File: src/rtl/cdc_hs_rx_pkg.sv
// Shared types and limits for the toggle-handshake CDC receive path.
package cdc_pkg;

  typedef enum logic {
    IDLE = 1'b0,
    HOLD = 1'b1
  } hs_state_e;

  localparam int unsigned SYNC_STAGES_MIN = 2;
  localparam int unsigned SYNC_STAGES_MAX = 4;

endpackage

File: src/rtl/cdc_hs_rx_if.sv
// Handshake bundle: source-side toggle req/ack with data, plus the
// downstream valid/ready data channel. The receiver uses the slave view.
interface cdc_hs_rx_if #(
  parameter int unsigned DW = 8
);

  logic          src_req;
  logic [DW-1:0] src_data;
  logic          src_ack;
  logic [DW-1:0] do_data;
  logic          do_vld;
  logic          do_rdy;

  modport master (
    output src_req,
    output src_data,
    input  src_ack,
    input  do_data,
    input  do_vld,
    output do_rdy
  );

  modport slave (
    input  src_req,
    input  src_data,
    output src_ack,
    output do_data,
    output do_vld,
    input  do_rdy
  );

endinterface

File: src/rtl/cdc_hs_rx_sync.sv
// N-flop single-bit synchroniser, asynchronous active-low reset to 0.
module cdc_sync_bit #(
  parameter int unsigned N = 2
) (
  input  logic clk,
  input  logic rst,
  input  logic d,
  output logic q
);

  logic [N-1:0] chain;

  // Shift the asynchronous input through the flop chain.
  always_ff @(posedge clk or negedge rst) begin
    if (!rst) begin
      chain <= '0;
    end else begin
      chain <= {chain[N-2:0], d};
    end
  end

  assign q = chain[N-1];

endmodule

File: src/rtl/cdc_hs_rx.sv
// Destination side of a 2-phase req/ack crossing. Only src_req is
// synchronised; src_data is captured when the synchronised toggle is seen,
// relying on the source holding it stable until the ack toggle returns.
module cdc_hs_rx
  import cdc_pkg::*;
#(
  parameter int unsigned DW          = 8,
  parameter int unsigned SYNC_STAGES = 2,
  parameter int unsigned CNT_W       = 16
) (
  input  logic             clk,
  input  logic             rst,
  cdc_hs_rx_if.slave       hs,
  output logic             busy,
  output logic             proto_err,
  output logic [CNT_W-1:0] xfer_cnt
);

  if (SYNC_STAGES < SYNC_STAGES_MIN || SYNC_STAGES > SYNC_STAGES_MAX) begin : g_bad_stages
    $error("cdc_hs_rx: SYNC_STAGES must be in 2..4");
  end

  hs_state_e     state;
  logic          req_s;
  logic          req_last;
  logic          new_req;
  logic          src_ack_q;
  logic [DW-1:0] do_data_q;
  logic          do_vld_q;

  cdc_sync_bit #(
    .N (SYNC_STAGES)
  ) u_req_sync (
    .clk (clk),
    .rst (rst),
    .d   (hs.src_req),
    .q   (req_s)
  );

  assign new_req = req_s ^ req_last;

  // Handshake FSM: capture on new toggle, hold until downstream accepts,
  // then return the ack toggle and count the transfer.
  always_ff @(posedge clk or negedge rst) begin
    if (!rst) begin
      state     <= IDLE;
      req_last  <= 1'b0;
      src_ack_q <= 1'b0;
      do_data_q <= '0;
      do_vld_q  <= 1'b0;
      busy      <= 1'b0;
      proto_err <= 1'b0;
      xfer_cnt  <= '0;
    end else begin
      case (state)
        IDLE: begin
          if (new_req) begin
            do_data_q <= hs.src_data;
            req_last  <= req_s;
            do_vld_q  <= 1'b1;
            busy      <= 1'b1;
            state     <= HOLD;
          end
        end
        HOLD: begin
          // req_last is left untouched so an early toggle is served next.
          if (new_req) begin
            proto_err <= 1'b1;
          end
          if (hs.do_rdy) begin
            do_vld_q  <= 1'b0;
            busy      <= 1'b0;
            src_ack_q <= ~src_ack_q;
            xfer_cnt  <= xfer_cnt + 1'b1;
            state     <= IDLE;
          end
        end
        default: state <= IDLE;
      endcase
    end
  end

  assign hs.src_ack = src_ack_q;
  assign hs.do_data = do_data_q;
  assign hs.do_vld  = do_vld_q;

endmodule
File: src/flat_wrapper.sv
// flat-port wrapper written by rule: the top's interface ports become plain ports
module cdc_hs_rx_flat import cdc_pkg::*;
#(
  parameter int unsigned DW          = 8,
  parameter int unsigned SYNC_STAGES = 2,
  parameter int unsigned CNT_W       = 16
)
  (clk, rst, busy, proto_err, xfer_cnt, hs_src_req, hs_src_data, hs_src_ack, hs_do_data, hs_do_vld, hs_do_rdy);
  cdc_hs_rx_if #(.DW(DW)) hs_i ();
  input  logic clk;
  input  logic rst;
  output logic busy;
  output logic proto_err;
  output logic [CNT_W-1:0] xfer_cnt;
  input wire logic [$bits(hs_i.src_req)-1:0] hs_src_req;
  input wire logic [$bits(hs_i.src_data)-1:0] hs_src_data;
  output wire logic [$bits(hs_i.src_ack)-1:0] hs_src_ack;
  output wire logic [$bits(hs_i.do_data)-1:0] hs_do_data;
  output wire logic [$bits(hs_i.do_vld)-1:0] hs_do_vld;
  input wire logic [$bits(hs_i.do_rdy)-1:0] hs_do_rdy;
  assign hs_i.src_req = hs_src_req;
  assign hs_i.src_data = hs_src_data;
  assign hs_src_ack = hs_i.src_ack;
  assign hs_do_data = hs_i.do_data;
  assign hs_do_vld = hs_i.do_vld;
  assign hs_i.do_rdy = hs_do_rdy;
  cdc_hs_rx #(.DW(DW), .SYNC_STAGES(SYNC_STAGES), .CNT_W(CNT_W)) u_core (.clk(clk), .rst(rst), .hs(hs_i), .busy(busy), .proto_err(proto_err), .xfer_cnt(xfer_cnt));
endmodule
File: config.mk
export PLATFORM = sky130hd
export DESIGN_NAME = cdc_hs_rx_flat
export DESIGN_NICKNAME = d
export VERILOG_FILES = /design/src/rtl/cdc_hs_rx_pkg.sv /design/src/rtl/cdc_hs_rx_if.sv /design/src/rtl/cdc_hs_rx_sync.sv /design/src/rtl/cdc_hs_rx.sv /design/src/flat_wrapper.sv
export SDC_FILE = /design/constraint.sdc
export NUM_CORES = 1
export LEC_CHECK = 0
export ABC_AREA = 1
export BUFFER_PORTS_ARGS = -buffer_cell sky130_fd_sc_hd__buf_4
export CAP_MARGIN = 20
export CORE_ASPECT_RATIO = 0.8
export CORE_MARGIN = 4
export CORE_UTILIZATION = 50
export CTS_CLUSTER_DIAMETER = 30
export CTS_CLUSTER_SIZE = 10
export DETAILED_ROUTE_END_ITERATION = 6
export PLACE_DENSITY = 0.77
export SLEW_MARGIN = 20
export SYNTH_ARGS = -nofsm -noshare
export SYNTH_HDL_FRONTEND = slang
export SYNTH_SLANG_ARGS = --single-unit
export TNS_END_PERCENT = 50
File: constraint.sdc
create_clock -name clk -period 3.13 [get_ports clk]
set_clock_uncertainty 0.15 [all_clocks]
set_input_delay 0 -clock clk [delete_from_list [all_inputs] [get_ports clk]]
set_output_delay 0 -clock clk [all_outputs]
set_load 0.1 [all_outputs]
# ---- Word level (Yosys, flattened, before mapping)
# Index checks and enable logic that the tools add are counted.
# Widths: inputs -> output; s select.
dict set report word_totals {
  rom_bits 0
  latch_bits 0
  mem_count 0
  reg_bits 31
  ramBits 0
}
dict set report op_classes {
  shifts 0
  add_sub_neg 1
  order_cmp 0
  bitwise_logic 3
  muxes 6
  div_mod_pow 0
  eq_ne 2
  n_reduce_logical 4
  n_mul 0
}
# cell n
set op_table {}
lappend op_table {{$add 16x1->16 const B} 1}
lappend op_table {{$reduce_and 2->1} 4}
lappend op_table {{$mux 1} 4}
lappend op_table {{$pmux 1 s2} 2}
lappend op_table {{$ne 2x1->1 const B} 1}
lappend op_table {{$ne 2x2->1 const B} 1}
lappend op_table {{$not 1->1} 2}
lappend op_table {{$xor 1x1->1} 1}

# ---- Logic depth before layout (Yosys ltp)
# Gate-level depths: netlist of run 1.
dict set report depth {
  word_depth 3
  depth_mapped 8
  mapped_depth_nobuf 8
}

# ---- By module
# Synthesis of run 1 repeated with hierarchy kept, for this count alone.
dict set report unflattened {
  hier_cells 163
  hier_area_um2 1437.6
}
# mod cells_per_inst area_each_um2 n_inst
set by_module_without_submodules {}
lappend by_module_without_submodules {cdc_hs_rx 161 1387.6 1}
lappend by_module_without_submodules {cdc_sync_bit 2 50.0 1}

# ---- Worst setup path before layout of run 1
# No wires, ideal clock.
dict set report synth_path {
  kind {register to register}
  from {register u_core.xfer_cnt[0]}
  to {register u_core.xfer_cnt[10]}
  setup_time_ps 125
  slack_ps 1057
  path_buffers 0
  path_stages_with_launch 7
  arrival_ps 1798
  path_cell_list {dfrtp_1 -> ha_1 -> nand3_1 -> nor2_1 -> nand2_1 -> o21ai_0 -> nand2_1}
}
dict set report synth_between {
  elab_chain_cells 1
}
# element line
set synth_lines {}
lappend synth_lines {{from (decl)} cdc_hs_rx.sv:16} ;# output logic [CNT_W-1:0] xfer_cnt
lappend synth_lines {{from (signal assigned)} cdc_hs_rx.sv:74} ;# xfer_cnt <= xfer_cnt + 1'b1;
lappend synth_lines {{$add 16x1->16} cdc_hs_rx.sv:74}
# Every way passes these cells.
# A chain may end at the register's enable or synchronous reset.

# ---- Final worst setup path of run 1
dict set report layout_path {
  from {register u_core.req_last}
  to {register u_core.do_data_q[0] (netlist: u_core.hs.do_data[0])}
}
dict set report layout_between {
  elab_chain_cells 2
}
# element line
set layout_lines {}
lappend layout_lines {{from (decl)} cdc_hs_rx.sv:25} ;# logic req_last;
lappend layout_lines {{from (signal assigned)} cdc_hs_rx.sv:59} ;# req_last <= req_s;
lappend layout_lines {{$xor 1x1->1} cdc_hs_rx.sv:40} ;# assign new_req = req_s ^ req_last;
lappend layout_lines {{$reduce_and 2->1 (no line)} -}
lappend layout_lines {{to (signal assigned)} cdc_hs_rx.sv:58} ;# do_data_q <= hs.src_data;
lappend layout_lines {{to (decl)} cdc_hs_rx.sv:28} ;# logic [DW-1:0] do_data_q;
# Every way passes these cells.

==> results of run 1 <==
-- registers in the layout, indices dropped and copies added, names as in the netlist --
name	count
u_core.hs.do_data	8
u_core.hs.do_vld	1
u_core.hs.src_ack	1
u_core.proto_err	1
u_core.req_last	1
u_core.state	1
u_core.u_req_sync.chain	2
u_core.xfer_cnt	16
-- where the power goes --
group | internal [uW] | switching (uW) | leakage, uW | total (uW)
Sequential | 514 | 115 | 0.000382 | 629
Clock | 132 | 136 | 0.0000386 | 268
Combinational | 240 | 988 | 0.000588 | 1230
Total | 886 | 1240 | 0.00101 | 2120
-- per-stage QoR --
| stage | worst slack [ns] | cells | hold WS (ns) | util [%] | area [um2] |
|---|---|---|---|---|---|
| 6_report | 1.60 | 256 | 0.178 | 75.8 | 1930 |
| 5_1_grt | 1.44 | 256 | 0.162 | 75.8 | 1930 |
| 4_1_cts | 1.64 | 256 | 0.172 | 75.8 | 1930 |
| 3_5_place_dp | 1.65 | 235 | -0.199 | 67.6 | 1720 |
| 3_3_place_gp | 1.73 | 235 | -0.205 | 67.6 | 1720 |
| 2_1_floorplan | 1.06 | 161 | -0.446 | - | 1390 |
-- final cells by class --
cell class                 instances  area share [%]
sequential                        31            40.2
tap                               36            2.34
multi-input combinational        111            27.9
timing repair buffer              52            22.5
inverter                          18            3.50
clock buffer                       8            3.57
-- placed cells by master (no fill, tap or decap), drive strengths merged --
cell	count
nand3	8
nand3b	1
xnor2	5
inv	18
buf	40
xor2	5
nand4	4
a21oi	1
nand2	63
or2	1
nor2	18
o21bai	1
dfrtp	31
o21a	1
clkbuf	8
o21ai	2
dlygate4sd3	12
ha	1
-- logic make-up (layout without fill, tap and decap cells) --
kind of cell	after synthesis	after routing	share of synthesized area (%)
buf+inv	19	78	5.41
fa+ha+maj	1	1	0.901
compound gates	5	5	2.16
simple gates	95	95	29.4
flops	31	31	55.9
xor+xnor	10	10	6.31
-- Yosys cell counts --
library cell / number
nor2_4: 1
nor2_1: 14
o21ai_1: 1
a21oi_1: 1
nand3b_1: 1
xor2_1: 5
inv_1: 16
nand3_1: 8
ha_1: 1
nand4_1: 4
nor2_2: 3
o21ai_0: 1
inv_2: 2
nand2_1: 61
xnor2_1: 5
nand2_4: 1
o21a_1: 1
dfrtp_1: 31
or2_1: 1
nand2_2: 1
o21bai_1: 1
buf_4: 1
-- worst max-delay path, cell delays in order, from the launching register on --
cell and delay [ns]:
dfrtp_1 0.38, or2_1 0.11, nand2_1 0.09, nor2_2 0.35
inv_2 0.16, nand2_1 0.11, nand2_1 0.07
-- how the worst min path moves through the flow --
stage	slack (ns)	endpoint	cells past startpoint	startpoint
after floorplan	-0.45	u_core.hs.do_data[0]	0	rst
after global placement	-0.21	u_core.hs.do_data[0]	1	rst
after global routing	0.16	u_core.u_req_sync.chain[0]	2	hs_src_req
final	0.18	u_core.u_req_sync.chain[0]	2	hs_src_req
after detailed placement	-0.20	u_core.hs.src_ack	1	rst
after CTS	0.17	u_core.u_req_sync.chain[0]	2	hs_src_req
-- layer usage --
| metal | vias to the layer above | track usage [%] | wire [um] |
|---|---|---|---|
| met1 | 619 | 24.0 | 1400 |
| li1 | 611 | - | - |
| met5 | - | 0 | 0 |
| met2 | 30 | 39.3 | 1730 |
| met3 | 6 | 5.86 | 195 |
| met4 | 0 | 10.4 | 44 |
-- timing repair --
action                    in CTS  in global routing
hold buffers                  13                  0
setup buffers                  0                  0
hold endpoints to repair      48                  0
==> impl_metrics.tcl, run 1 <==
set metrics [dict create \
    r2r-end "u_core.hs.do_data[0]" \
    viasPerCell 4.95 \
    antenna_cells 0 \
    grt.overflow.total 0 \
    drive_gt1_share_pct 25.0 \
    reg2regPathDepth 6 \
    yosysTopAreaCell "dfrtp_1" \
    path_class "flip-flop to flip-flop" \
    worstPathRequired_ns 3.20 \
    drt-initial-drc-count 38 \
    gp_congestion 0.811 \
    post_cts_resized 0 \
    grt_pass1_wl_um 5560 \
    report.final.setup_viol 0 \
    end_kind "flip-flop" \
    drc 0 \
    clock_tree.buffer_depth 2 \
    hold_path.class "input port to flip-flop" \
    syn_area_per_cell_um2 8.63 \
    p_leak_uw 0.00101 \
    grt_pass1_vias 1255 \
    root_buffer "clkbuf_4" \
    start_util_pct 54.6 \
    die_h_um 55.1 \
    vdd_drop_max_uv 1140 \
    tightest_slew_ns 0.417 \
    r2r_setup_slack_ns 1.60 \
    netlist-cell-type-count 22 \
    multiInputGateArea_um2 538 \
    power_uw 2120 \
    ys_seq_elements 31 \
    ios 40 \
    wire_per_inst_um 13.1 \
    max_cap_viol_count 0 \
    period_share_pct 49.0 \
    clock_latency_ns 0.34 \
    postRouteWirelength_um 3370 \
    rsz0062_at_grt "false" \
    cts_tree "done" \
    critical_path.endpoint "u_core.hs.do_data[0]" \
    slew_viol_final 0 \
    synth_nets 174 \
    track_usage_pct 21.6 \
    first_pass_iters 4 \
    timing.final.crit_period_ns 1.53 \
    fin_nets 232 \
    numCtsBuffers 5 \
    vias 1266 \
    portBuffers 39 \
    max_slew_margin_pct 72.2 \
    die_x_um 66.9 \
    syn_area_um2 1390 \
    place_hpwl_um 2260 \
    synth_top_area_share_pct 55.9 \
    cts_sinks 31 \
    path_clk_slew_ns 0.09 \
    power_density_nw_per_um2 1100 \
    nFillCells 190 \
    finalHoldViolations 0 \
    cp_max_fo 10 \
    yosys_warnings 0 \
    syn_inst 161 \
    tns_ns 0 \
    synth_area_leaders "dfrtp_1 (56%), nand2_1 (16%), inv_1 (4.3%), nor2_1 (3.8%), xnor2_1 (3.2%)" \
    status "finished, final reports clean" \
    area_delta_synth_final_pct 38.8 \
    cp-startpoint "u_core.req_last" \
    arrival_ns 1.61 \
    synth_seq_area_share_pct 55.9 \
    fmax_mhz 652 \
    h-tree-depth 2 \
    regArea_um2 776 \
    postRouteAntennaNets 0 \
    antenna_found_initial 0 \
    cp-start-kind "flip-flop" \
    grt_start_max_net_pins 32 \
    core_um2 2540 \
    r2r-start "u_core.req_last" \
    num_rows 16 \
    dieArea_um2 3690 \
]
(Power assumes the default switching activity.)
==> inputs of run 2 (changes only) <==
--- a/config.mk
+++ b/config.mk
@@ -10,11 +10,11 @@
 export CAP_MARGIN = 20
 export CORE_ASPECT_RATIO = 0.8
 export CORE_MARGIN = 4
-export CORE_UTILIZATION = 50
+export CORE_UTILIZATION = 45
 export CTS_CLUSTER_DIAMETER = 30
 export CTS_CLUSTER_SIZE = 10
 export DETAILED_ROUTE_END_ITERATION = 6
-export PLACE_DENSITY = 0.77
+export PLACE_DENSITY = 0.74
 export SLEW_MARGIN = 20
 export SYNTH_ARGS = -nofsm -noshare
 export SYNTH_HDL_FRONTEND = slang
==> constraint.sdc (replaced) <==
create_clock -name clk -period 1.35 [get_ports clk]
set_clock_uncertainty 0.15 [all_clocks]
set_input_delay 0 -clock clk [delete_from_list [all_inputs] [get_ports clk]]
set_output_delay 0 -clock clk [all_outputs]
set_load 0.1 [all_outputs]
==> run 2 against run 1 <==
Global-route usage down 2.8 points. Die area up 9.6%. Register-to-register slack got worse by 1.6 ns. Non-clock buffer count up 14. Critical path type unchanged. Largest power group unchanged.
==> impl_metrics.tcl, run 2 (synthesis gave the netlist of run 1 again) <==
set metrics [dict create \
    numCtsBuffers 5 \
    grt_pass1_wl_um 5830 \
    worstPathRequired_ns 1.38 \
    grt.overflow.total 0 \
    h-tree-depth 2 \
    rsz0062_at_grt "true" \
    gp_congestion 0.879 \
    tns_ns 0 \
    arrival_ns 1.37 \
    ios 40 \
    place_hpwl_um 2280 \
    slew_viol_final 0 \
    finalHoldViolations 0 \
    grt_start_max_net_pins 32 \
    track_usage_pct 18.8 \
    timing.final.crit_period_ns 1.34 \
    area_delta_synth_final_pct 56.8 \
    period_share_pct 99.5 \
    finalInstanceArea_um2 2180 \
    antenna_found_initial 0 \
    clock_tree.buffer_depth 2 \
    wire_per_inst_um 12.3 \
    hold_path.class "input port to async pin" \
    die_h_um 57.7 \
    report.final.setup_viol 0 \
    final_cell_mix "buf_4 (55), nand2_1 (53), dfrtp_1 (15), inv_1 (13), dfrtp_4 (12)" \
    num_rows 17 \
    cts_tree "done" \
    cts_sinks 31 \
    max_slew_margin_pct 73.9 \
    end_kind "flip-flop" \
    postRouteWirelength_um 3340 \
    max_cap_viol_count 0 \
    antenna_cells 0 \
    fin_nets 246 \
    dieArea_um2 4040 \
    grt_pass1_vias 1257 \
    r2r_setup_slack_ns 0.006 \
    drive_gt1_share_pct 44.9 \
    portBuffers 39 \
    drt-initial-drc-count 90 \
    viasPerCell 4.61 \
    placed_cell_area_um2 1860 \
    die_x_um 70.1 \
    hold_slack_ns 0.0365 \
    status "finished, final reports clean" \
    first_pass_iters 4 \
    largest_reg_flops 16 \
    path_clk_slew_ns 0.06 \
    start_util_pct 48.7 \
    cp_max_fo 5 \
    clock_latency_ns 0.28 \
    tightest_slew_ns 0.392 \
    power_density_nw_per_um2 2460 \
    largest_register "u_core.xfer_cnt" \
    root_buffer "clkbuf_8" \
    path_class "flip-flop to flip-flop" \
    cp-start-kind "flip-flop" \
    p_leak_uw 0.00107 \
    vdd_drop_max_uv 2940 \
    postRouteAntennaNets 0 \
    core_um2 2850 \
    drc 0 \
    vias 1253 \
    final_common_cell "buf_4" \
    fmax_mhz 744 \
]
run 2: report_power, final:
part	leakage (uW)	internal, uW	switching (uW)	total, uW
clock	0.0000422	361	329	690
sequential	0.000358	1250	282	1540
combinational	0.000674	777	2370	3140
run 2: area by class of cell:
class	instances	area [um2]
Clock buffer	7	76.3
Clock inverter	1	5.00
Fill cell	207	672
Inverter	18	67.6
Multi-Input combinational cell	111	633
Sequential cell	31	826
Tap cell	38	47.5
Timing Repair Buffer	66	523
run 2: timing repair:
item	CTS	global route
endpoints found under the setup margin	4	19
buffers inserted	0	7
resized for setup	2	19
hold buffers	11	0
hold endpoints to repair	41	0
pin swaps	0	15
run 2: worst paths after layout:
| kind | startpoint | to | depth (start not counted) |
|---|---|---|---|
| max in group asynchronous | rst | u_core.xfer_cnt[11] | 2 |
| setup reg to reg | u_core.xfer_cnt[1] | u_core.xfer_cnt[8] | 6 |
| min in group clk | u_core.u_req_sync.chain[0] | u_core.u_req_sync.chain[1] | 0 |
| hold / removal | rst | u_core.hs.do_data[1] | 2 |
| hold reg to reg | u_core.u_req_sync.chain[0] | u_core.u_req_sync.chain[1] | 0 |
| setup / recovery | u_core.xfer_cnt[1] | u_core.xfer_cnt[8] | 6 |
run 2: routing by layer:
| layer | track usage [%] | part of all wire (%) | wire length [um] | vias to the layer above |
|---|---|---|---|---|
| met5 | 0 | 0 | 0 | - |
| met1 | 22.8 | 43 | 1450 | 570 |
| met2 | 30.7 | 48 | 1610 | 40 |
| li1 | - | - | - | 635 |
| met3 | 7.11 | 6.4 | 215 | 8 |
| met4 | 7.65 | 2.0 | 67 | 0 |
run 2: metrics by stage:
stage	setup WS, ns	util (%)	std cells	power, uW
3_3_place_gp	0.0200	65.4	246	4410
5_1_grt	-0.0643	76.4	272	5650
6_report	0.00649	76.4	272	5370
3_5_place_dp	-0.0475	65.4	246	4450
4_1_cts	-0.00359	72.3	265	5180
2_1_floorplan	-0.191	-	161	3750
run 2: critical path: stages, from the launching register on:
cell	delay (ns)
dfrtp_4	0.51
ha_4	0.18
nand3_2	0.07
nor2_4	0.04
nand2_2	0.09
xor2_1	0.15
inv_1	0.05
